File: src/rtl/barrett_pkg.sv
// -----------------------------------------------------------------------------
// barrett_pkg
// Shared constants for the Barrett reducer arbiter:
//   - default modulus / shift widths
//   - sntrup761 modulus Q and floor(2^27 / Q)
//   - id_width(): requester-tag width (never less than 1 bit)
// -----------------------------------------------------------------------------
package barrett_pkg;

    localparam int unsigned M0LEN_DEF = 32'd14;
    localparam int unsigned SHIFT_DEF = 32'd27;

    // sntrup761 modulus and its Barrett inverse for a shift of 27
    localparam logic [13:0] SNTRUP_Q      = 14'd4591;
    localparam logic [26:0] SNTRUP_QINV27 = 27'd29234;

    // Tag width for n requesters; a single-bit tag is kept for n <= 2
    function automatic int unsigned id_width(input int unsigned n);
        int unsigned w;
        if (n <= 32'd2) begin
            w = 32'd1;
        end else begin
            w = $clog2(n);
        end
        return w;
    endfunction

endpackage

File: src/rtl/barrett_arbiter_if.sv
// -----------------------------------------------------------------------------
// barrett_arbiter_if
// Bundles the modulus configuration, the NREQ request ports and the tagged
// result stream of barrett_arbiter.
//   slave  : view used by the arbiter (config/requests in, results out)
//   master : view used by requesters/sink/testbench
// Signals:
//   m0, m0_inverse           shared modulus and floor(2^SHIFT / m0)
//   req_valid/req_ready      per-requester handshake
//   req_dividend             dividend i at [i*2*M0LEN +: 2*M0LEN]
//   out_valid/out_ready      result handshake
//   out_id, out_quotient, out_remainder   tagged result
//   busy                     any pipeline stage holds valid data
// -----------------------------------------------------------------------------
interface barrett_arbiter_if
    import barrett_pkg::*;
#(
    parameter int unsigned NREQ  = 32'd4,
    parameter int unsigned M0LEN = M0LEN_DEF,
    parameter int unsigned SHIFT = SHIFT_DEF
);
    localparam int unsigned IDW = id_width(NREQ);

    logic [M0LEN-1:0]        m0;
    logic [SHIFT-1:0]        m0_inverse;
    logic [NREQ-1:0]         req_valid;
    logic [NREQ*2*M0LEN-1:0] req_dividend;
    logic [NREQ-1:0]         req_ready;
    logic                    out_valid;
    logic                    out_ready;
    logic [IDW-1:0]          out_id;
    logic [M0LEN-1:0]        out_quotient;
    logic [M0LEN-1:0]        out_remainder;
    logic                    busy;

    modport slave (
        input  m0, m0_inverse, req_valid, req_dividend, out_ready,
        output req_ready, out_valid, out_id, out_quotient, out_remainder, busy
    );

    modport master (
        output m0, m0_inverse, req_valid, req_dividend, out_ready,
        input  req_ready, out_valid, out_id, out_quotient, out_remainder, busy
    );

endinterface

File: src/rtl/barrett_reduce.sv
// -----------------------------------------------------------------------------
// barrett_reduce
// Combinational Barrett reduction of a 2*M0LEN-bit dividend by m0.
//   dividend_i  [2*M0LEN]  value to reduce, exact for dividend < m0*2^M0LEN
//   m0_i        [M0LEN]    modulus
//   m0_inv_i    [SHIFT]    floor(2^SHIFT / m0)
//   quotient_o  [M0LEN]    floor(dividend / m0)
//   remainder_o [M0LEN]    dividend mod m0
// -----------------------------------------------------------------------------
module barrett_reduce #(
    parameter int unsigned M0LEN = 32'd14,
    parameter int unsigned SHIFT = 32'd27
) (
    input  logic [2*M0LEN-1:0] dividend_i,
    input  logic [M0LEN-1:0]   m0_i,
    input  logic [SHIFT-1:0]   m0_inv_i,
    output logic [M0LEN-1:0]   quotient_o,
    output logic [M0LEN-1:0]   remainder_o
);

    localparam int unsigned DW = 2 * M0LEN;
    localparam int unsigned PW = DW + SHIFT;

    logic [PW-1:0] prod_s;
    logic [DW-1:0] m0_w_s;
    logic [DW-1:0] q0_s, q1_s, q2_s;
    logic [DW-1:0] r0_s, r1_s, r2_s;

    // Estimate the quotient, then fix it up. Within the input contract the
    // estimate undershoots by at most 2, so two conditional subtractions suffice.
    always_comb begin
        m0_w_s = DW'(m0_i);
        prod_s = PW'(dividend_i) * PW'(m0_inv_i);
        q0_s   = DW'(prod_s >> SHIFT);
        r0_s   = dividend_i - (q0_s * m0_w_s);

        if (r0_s >= m0_w_s) begin
            r1_s = r0_s - m0_w_s;
            q1_s = q0_s + DW'(1);
        end else begin
            r1_s = r0_s;
            q1_s = q0_s;
        end

        if (r1_s >= m0_w_s) begin
            r2_s = r1_s - m0_w_s;
            q2_s = q1_s + DW'(1);
        end else begin
            r2_s = r1_s;
            q2_s = q1_s;
        end

        quotient_o  = M0LEN'(q2_s);
        remainder_o = M0LEN'(r2_s);
    end

endmodule

File: src/rtl/barrett_rr_pick.sv
// -----------------------------------------------------------------------------
// barrett_rr_pick
// Rotating priority picker: grants the first set bit of valid_i at or after
// ptr_i (wrapping). Rotate -> lowest-set-bit priority -> unrotate.
//   valid_i  [NREQ]  request vector
//   ptr_i    [IDW]   priority pointer, must be < NREQ
//   grant_o  [NREQ]  one-hot grant, zero when nothing is valid
//   idx_o    [IDW]   index of the granted requester
//   any_o            some requester is valid
// -----------------------------------------------------------------------------
module barrett_rr_pick #(
    parameter int unsigned NREQ = 32'd4,
    parameter int unsigned IDW  = 32'd2
) (
    input  logic [NREQ-1:0] valid_i,
    input  logic [IDW-1:0]  ptr_i,
    output logic [NREQ-1:0] grant_o,
    output logic [IDW-1:0]  idx_o,
    output logic            any_o
);

    logic [2*NREQ-1:0] dbl_s;
    logic [NREQ-1:0]   rot_s;
    logic [IDW-1:0]    off_s;
    logic [IDW:0]      sum_s;

    // Rotate so the pointer position sits at bit 0, then find the lowest set bit
    always_comb begin
        dbl_s = {valid_i, valid_i} >> ptr_i;
        rot_s = dbl_s[NREQ-1:0];
        off_s = {IDW{1'b0}};
        any_o = 1'b0;
        // Descending scan so the lowest offset is the last one written
        for (int k = NREQ - 1; k >= 0; k--) begin
            if (rot_s[k]) begin
                off_s = IDW'(k);
                any_o = 1'b1;
            end else begin
                off_s = off_s;
                any_o = any_o;
            end
        end
    end

    // Unrotate: index = (ptr + offset) mod NREQ, then decode to one-hot
    always_comb begin
        sum_s = {1'b0, ptr_i} + {1'b0, off_s};
        if (sum_s >= (IDW+1)'(NREQ)) begin
            idx_o = IDW'(sum_s - (IDW+1)'(NREQ));
        end else begin
            idx_o = sum_s[IDW-1:0];
        end
        for (int i = 0; i < NREQ; i++) begin
            grant_o[i] = any_o & (idx_o == IDW'(i));
        end
    end

endmodule

File: src/rtl/barrett_arbiter.sv
// -----------------------------------------------------------------------------
// barrett_arbiter
// Shares one combinational Barrett reducer between NREQ requesters.
// Pipeline: arbitration -> S1 operand register -> reducer -> S2 result register.
// One reduction per cycle; the whole pipe freezes while the result is stalled.
// Ports:
//   clk   rising-edge clock
//   rst   synchronous active-high reset; drops in-flight results
//   bus   barrett_arbiter_if.slave (config, request ports, result stream, busy)
// Build option:
//   BARRETT_ARB_RR_EN  defined   -> round-robin, pointer moves past last winner
//                      undefined -> fixed priority, lowest index wins
// -----------------------------------------------------------------------------
module barrett_arbiter
    import barrett_pkg::*;
#(
    parameter int unsigned NREQ  = 32'd4,
    parameter int unsigned M0LEN = M0LEN_DEF,
    parameter int unsigned SHIFT = SHIFT_DEF
) (
    input logic              clk,
    input logic              rst,
    barrett_arbiter_if.slave bus
);

    localparam int unsigned IDW = id_width(NREQ);
    localparam int unsigned DW  = 2 * M0LEN;

    logic             stall_s;
    logic             any_s;
    logic [NREQ-1:0]  grant_s;
    logic [IDW-1:0]   pick_idx_s;
    logic [IDW-1:0]   ptr_s;
    logic [DW-1:0]    sel_div_s;
    logic [M0LEN-1:0] red_quot_s;
    logic [M0LEN-1:0] red_rem_s;

    logic             s1_valid_q, s1_valid_d;
    logic [IDW-1:0]   s1_id_q,    s1_id_d;
    logic [DW-1:0]    s1_div_q,   s1_div_d;
    logic             s2_valid_q, s2_valid_d;
    logic [IDW-1:0]   s2_id_q,    s2_id_d;
    logic [M0LEN-1:0] s2_quot_q,  s2_quot_d;
    logic [M0LEN-1:0] s2_rem_q,   s2_rem_d;

    assign stall_s = s2_valid_q & ~bus.out_ready;

    barrett_rr_pick #(
        .NREQ (NREQ),
        .IDW  (IDW)
    ) u_pick (
        .valid_i (bus.req_valid),
        .ptr_i   (ptr_s),
        .grant_o (grant_s),
        .idx_o   (pick_idx_s),
        .any_o   (any_s)
    );

    // Grants are withheld during reset so nothing is consumed that S1 would drop
    assign bus.req_ready = grant_s & {NREQ{~stall_s & ~rst}};

    // Route the granted requester's dividend (grant is one-hot or zero)
    always_comb begin
        sel_div_s = {DW{1'b0}};
        for (int i = 0; i < NREQ; i++) begin
            sel_div_s = sel_div_s | (bus.req_dividend[i*DW +: DW] & {DW{grant_s[i]}});
        end
    end

    barrett_reduce #(
        .M0LEN (M0LEN),
        .SHIFT (SHIFT)
    ) u_reduce (
        .dividend_i  (s1_div_q),
        .m0_i        (bus.m0),
        .m0_inv_i    (bus.m0_inverse),
        .quotient_o  (red_quot_s),
        .remainder_o (red_rem_s)
    );

    // Next state of both stages: advance together unless the result is stalled
    always_comb begin
        if (!stall_s) begin
            s1_valid_d = any_s;
            s1_id_d    = pick_idx_s;
            s1_div_d   = sel_div_s;
            s2_valid_d = s1_valid_q;
            s2_id_d    = s1_id_q;
            s2_quot_d  = red_quot_s;
            s2_rem_d   = red_rem_s;
        end else begin
            s1_valid_d = s1_valid_q;
            s1_id_d    = s1_id_q;
            s1_div_d   = s1_div_q;
            s2_valid_d = s2_valid_q;
            s2_id_d    = s2_id_q;
            s2_quot_d  = s2_quot_q;
            s2_rem_d   = s2_rem_q;
        end
    end

    // Operand and result stage registers
    always_ff @(posedge clk) begin
        if (rst) begin
            s1_valid_q <= 1'b0;
            s1_id_q    <= {IDW{1'b0}};
            s1_div_q   <= {DW{1'b0}};
            s2_valid_q <= 1'b0;
            s2_id_q    <= {IDW{1'b0}};
            s2_quot_q  <= {M0LEN{1'b0}};
            s2_rem_q   <= {M0LEN{1'b0}};
        end else begin
            s1_valid_q <= s1_valid_d;
            s1_id_q    <= s1_id_d;
            s1_div_q   <= s1_div_d;
            s2_valid_q <= s2_valid_d;
            s2_id_q    <= s2_id_d;
            s2_quot_q  <= s2_quot_d;
            s2_rem_q   <= s2_rem_d;
        end
    end

`ifdef BARRETT_ARB_RR_EN
    logic           xfer_s;
    logic [IDW-1:0] ptr_q, ptr_d;

    assign xfer_s = any_s & ~stall_s & ~rst;

    // Pointer moves just past the requester that transferred, with wrap
    always_comb begin
        if (xfer_s) begin
            if (pick_idx_s == IDW'(NREQ - 1)) begin
                ptr_d = {IDW{1'b0}};
            end else begin
                ptr_d = pick_idx_s + IDW'(1);
            end
        end else begin
            ptr_d = ptr_q;
        end
    end

    // Round-robin pointer register
    always_ff @(posedge clk) begin
        if (rst) begin
            ptr_q <= {IDW{1'b0}};
        end else begin
            ptr_q <= ptr_d;
        end
    end

    assign ptr_s = ptr_q;
`else
    assign ptr_s = {IDW{1'b0}};
`endif

    assign bus.out_valid     = s2_valid_q;
    assign bus.out_id        = s2_id_q;
    assign bus.out_quotient  = s2_quot_q;
    assign bus.out_remainder = s2_rem_q;
    assign bus.busy          = s1_valid_q | s2_valid_q;

endmodule

File: src/flat_wrapper.sv
// flat-port wrapper written by rule: the top's interface ports become plain ports
module barrett_arbiter_flat import barrett_pkg::*;
#(
    parameter int unsigned NREQ  = 32'd4,
    parameter int unsigned M0LEN = M0LEN_DEF,
    parameter int unsigned SHIFT = SHIFT_DEF
)
  (clk, rst, bus_m0, bus_m0_inverse, bus_req_valid, bus_req_dividend, bus_out_ready, bus_req_ready, bus_out_valid, bus_out_id, bus_out_quotient, bus_out_remainder, bus_busy);
  barrett_arbiter_if #(.NREQ(NREQ), .M0LEN(M0LEN), .SHIFT(SHIFT)) bus_i ();
  input logic clk;
  input logic rst;
  input wire logic [$bits(bus_i.m0)-1:0] bus_m0;
  input wire logic [$bits(bus_i.m0_inverse)-1:0] bus_m0_inverse;
  input wire logic [$bits(bus_i.req_valid)-1:0] bus_req_valid;
  input wire logic [$bits(bus_i.req_dividend)-1:0] bus_req_dividend;
  input wire logic [$bits(bus_i.out_ready)-1:0] bus_out_ready;
  output wire logic [$bits(bus_i.req_ready)-1:0] bus_req_ready;
  output wire logic [$bits(bus_i.out_valid)-1:0] bus_out_valid;
  output wire logic [$bits(bus_i.out_id)-1:0] bus_out_id;
  output wire logic [$bits(bus_i.out_quotient)-1:0] bus_out_quotient;
  output wire logic [$bits(bus_i.out_remainder)-1:0] bus_out_remainder;
  output wire logic [$bits(bus_i.busy)-1:0] bus_busy;
  assign bus_i.m0 = bus_m0;
  assign bus_i.m0_inverse = bus_m0_inverse;
  assign bus_i.req_valid = bus_req_valid;
  assign bus_i.req_dividend = bus_req_dividend;
  assign bus_i.out_ready = bus_out_ready;
  assign bus_req_ready = bus_i.req_ready;
  assign bus_out_valid = bus_i.out_valid;
  assign bus_out_id = bus_i.out_id;
  assign bus_out_quotient = bus_i.out_quotient;
  assign bus_out_remainder = bus_i.out_remainder;
  assign bus_busy = bus_i.busy;
  barrett_arbiter #(.NREQ(NREQ), .M0LEN(M0LEN), .SHIFT(SHIFT)) u_core (.clk(clk), .rst(rst), .bus(bus_i));
endmodule
File: config.mk
export PLATFORM = sky130hd
export DESIGN_NAME = barrett_arbiter_flat
export DESIGN_NICKNAME = d
export VERILOG_FILES = /design/src/rtl/barrett_pkg.sv /design/src/rtl/barrett_arbiter_if.sv /design/src/rtl/barrett_reduce.sv /design/src/rtl/barrett_rr_pick.sv /design/src/rtl/barrett_arbiter.sv /design/src/flat_wrapper.sv
export SDC_FILE = /design/constraint.sdc
export NUM_CORES = 2
export LEC_CHECK = 0
export CORE_MARGIN = 1.5
export CORE_UTILIZATION = 30
export CTS_CLUSTER_DIAMETER = 200
export DETAILED_ROUTE_END_ITERATION = 8
export HOLD_SLACK_MARGIN = 0.1
export PLACE_DENSITY = 0.44
export SYNTH_ARGS = -nofsm -noshare
export SYNTH_HDL_FRONTEND = slang
export SYNTH_SLANG_ARGS = --single-unit
File: constraint.sdc
create_clock -name clk -period 17.86 [get_ports clk]
set_input_delay 1.786 -clock clk [delete_from_list [all_inputs] [get_ports clk]]
set_output_delay 1.786 -clock clk [all_outputs]
set_load 0.05 [all_outputs]
==> impl_metrics.env <==
export IMPL_outcome="finished, final reports clean"
export IMPL_cp_max_fo=6
export IMPL_slowest_delay_ns=0.64
export IMPL_setup_viol=0
export IMPL_fin_hold_ws_ns=0.4547
export IMPL_rrSetupSlack_ns=0.88
export IMPL_grt_antenna_before_repair=3
export IMPL_critPathArrivalTime_ns=17.75
export IMPL_ios=196
export IMPL_cts_buffers_inserted=9
export IMPL_async_reset_ff_frac=0
export IMPL_synth_edf_count=0
export IMPL_drt_iter0_drc=1483
export IMPL_cts_sinks=62
export IMPL_fin_nets=6592
export IMPL_tightest_slew_ns=1.178
export IMPL_num_vias=32680
export IMPL_slew_violations=0
export IMPL_max_freq_ghz=0.05715
export IMPL_finalCriticalPeriod_ns=17.50
export IMPL_seq_area_frac_synth=0.03132
export IMPL_portBuffers=195
export IMPL_fillers=13570
export IMPL_clockBufferDepth=2
export IMPL_wirelength_mm=138.4
export IMPL_required_ns=18.11
export IMPL_grt_usage=0.2109
export IMPL_dpl_hpwl_mm=113.7
export IMPL_avgSynthCellArea_um2=8.453
export IMPL_r2r_worst_path_cells=69
export IMPL_cpMostUsedCell="fa_1"
export IMPL_synthDistinctLibCells=100
export IMPL_start_util=0.3018
export IMPL_min_path_cells=2
export IMPL_fin_setup_tns_ns=0
export IMPL_drv_cap=0
export IMPL_ys_ff_latch=62
export IMPL_clk_pin_slew_ns=0.08
export IMPL_die_x_um=366.4
export IMPL_syn_nets=6030
export IMPL_rows=133
export IMPL_worstHoldPathType="reg -> reg"
export IMPL_start_kind="input port"
export IMPL_min_period_over_period=0.9798
export IMPL_finalHoldViolations=0
export IMPL_die_h_um=366.4
export IMPL_synth_area_um2=39630
export IMPL_overflow=0
export IMPL_wire_per_inst_um=19.74
export IMPL_cts_root_buf="clkbuf_16"
export IMPL_synthCells=4688
export IMPL_dieArea_um2=134300
export IMPL_cts_tree="built"
export IMPL_htree_levels=3
export IMPL_relSlewSlack=0.2149
export IMPL_clk_latency_ns=0.39
export IMPL_synth_warnings=0
export IMPL_rsz0062_at_grt="true"
export IMPL_drcViolationCount=0
export IMPL_core_area_um2=131300
export IMPL_cp_slowest_cell="fa_1"
export IMPL_drt_first_pass_iters=6
export IMPL_ant_nets=0
export IMPL_area_delta_synth_final_pct=26.01
export IMPL_vias_per_cell=4.661
export IMPL_ys_flop_type="dfxtp_1"
export IMPL_grt_pass1_vias=36090
export IMPL_clock_skew_ns=0.02426
export IMPL_grt_max_degree=54
export IMPL_layout_drive_gt1_share=0.1785
export IMPL_crit_type="in -> reg"
export IMPL_worstSetupEndpointType="register"
export IMPL_grt_pass1_wl_mm=217.6
export IMPL_place_gp_congestion=0.8786
==> timing repair <==
action,in CTS,in global routing
pin swaps,32,160
setup buffers,16,43
gates cloned,13,5
hold buffers,0,0
resized for setup,87,306
setup endpoints to repair,28,28
==> layer usage <==
metal  part of all wire  global-route usage  vias up
li1                   -                   -    15160
met1               0.45              0.2818    16850
met2               0.50              0.3783      584
met3              0.032             0.01607       86
met4              0.016             0.03032        0
met5                  0                   0        -
==> sequential cells by signal, summed over array words and instances (netlist names) <==
| register | cells |
|---|---|
| u_core.s1_valid_q | 1 |
| u_core.bus.out_id | 2 |
| u_core.s1_id_q | 2 |
| u_core.bus.out_remainder | 14 |
| u_core.bus.out_valid | 1 |
| u_core.s1_div_q | 28 |
| u_core.bus.out_quotient | 14 |
==> cells in the final DEF (no fill, tap or decap), types with 16 or more instances in the layout <==
master,n
nand4_1,24
nand3_1,26
and2_1,383
ha_4,28
buf_4,541
clkdlybuf4s50_1,168
fa_1,861
fa_2,42
ha_1,251
nand2_1,747
nor3_1,21
buf_6,25
o21ai_1,17
xor2_1,33
xnor2_1,63
inv_1,1014
a21o_1,42
o21a_1,16
a21oi_2,24
o21ai_0,54
nor4_1,16
nor2_1,163
a211oi_1,26
inv_2,18
dfxtp_1,62
buf_12,48
and3_1,18
a21oi_1,130
a221oi_1,42
nand2_2,21
==> metrics by stage <==
step                  util  setup WS [ns]  area (um^2)  cells
floorplan                -        0.07023        40190   4688
global route        0.3803        -0.3057        49930   7010
CTS                 0.3705       0.001132        48640   6964
global placement    0.3623        -0.7097        47570   6919
finish              0.3803         0.3616        49940   7012
detailed placement  0.3623        -0.8097        47570   6919
==> final timing paths <==
kind | start | end
min reg2reg | u_core.bus.out_id[1]$_SDFFE_PP0N_ | u_core.bus.out_id[1]$_SDFFE_PP0N_
max reg2reg | u_core.s1_div_q[14]$_SDFFE_PP0N_ | u_core.bus.out_quotient[10]$_SDFFE_PP0N_
min | u_core.bus.out_id[1]$_SDFFE_PP0N_ | u_core.bus.out_id[1]$_SDFFE_PP0N_
max | bus_m0_inverse[17] | u_core.bus.out_quotient[10]$_SDFFE_PP0N_
==> synth_stat cells, types with 15 or more instances <==
cell | n | area share
dfxtp_1 | 62 | 0.031
o21ai_0 | 82 | 0.010
nor2_1 | 174 | 0.016
nor2b_1 | 15 | 0.0024
clkbuf_1 | 248 | 0.023
xnor2_1 | 73 | 0.016
nand2_1 | 769 | 0.073
and3_1 | 18 | 0.0028
nor4_1 | 20 | 0.0032
a221oi_1 | 44 | 0.0097
xor2_1 | 38 | 0.0084
a211oi_1 | 30 | 0.0057
a21oi_1 | 156 | 0.020
nor3_1 | 25 | 0.0032
ha_1 | 279 | 0.088
fa_1 | 903 | 0.46
a21o_1 | 42 | 0.0080
inv_1 | 1032 | 0.098
o21a_1 | 16 | 0.0030
nand4_1 | 24 | 0.0038
nand3_1 | 27 | 0.0034
and2_1 | 390 | 0.062
==> cell families (layout without fill, tap and decap cells) <==
group | count (synthesis) | count (layout) | share of synthesized area
buffers and inverters | 1309 | 1876 | 0.1266
muxes | 16 | 16 | 0.004294
DFF | 62 | 62 | 0.03132
AOI/OAI and AO/OA | 466 | 466 | 0.07960
other | 0 | 2 | 0
xor gates and xnor gates | 117 | 117 | 0.02810
adders and majority gates | 1182 | 1182 | 0.5443
and+or+nand+nor | 1536 | 1536 | 0.1858
==> final cells by class <==
class / instances / area, um^2 / area share
multi-input cells: 3317 / 34570 / 0.6922
repair buffers: 826 / 7777 / 0.1558
inverters: 1034 / 3881 / 0.07772
well taps: 1755 / 2196 / 0.04397
flip-flops and latches: 62 / 1241 / 0.02486
clock buffers: 10 / 229.0 / 0.004585
clock inverters: 6 / 38.79 / 0.0007767
diodes: 2 / 5.005 / 0.0001002
==> critical path: cells and delay by family <==
kind | cells | cell delay (ns)
simple gates | 21 | 3.28
fa+ha+maj | 18 | 8.01
compound gates | 16 | 2.75
xor+xnor | 2 | 0.39
buf+inv | 15 | 1.52
Power is left out: the tool's default activity adds up to more than one toggle a clock period on the data nets, which glitch-free logic cannot reach.
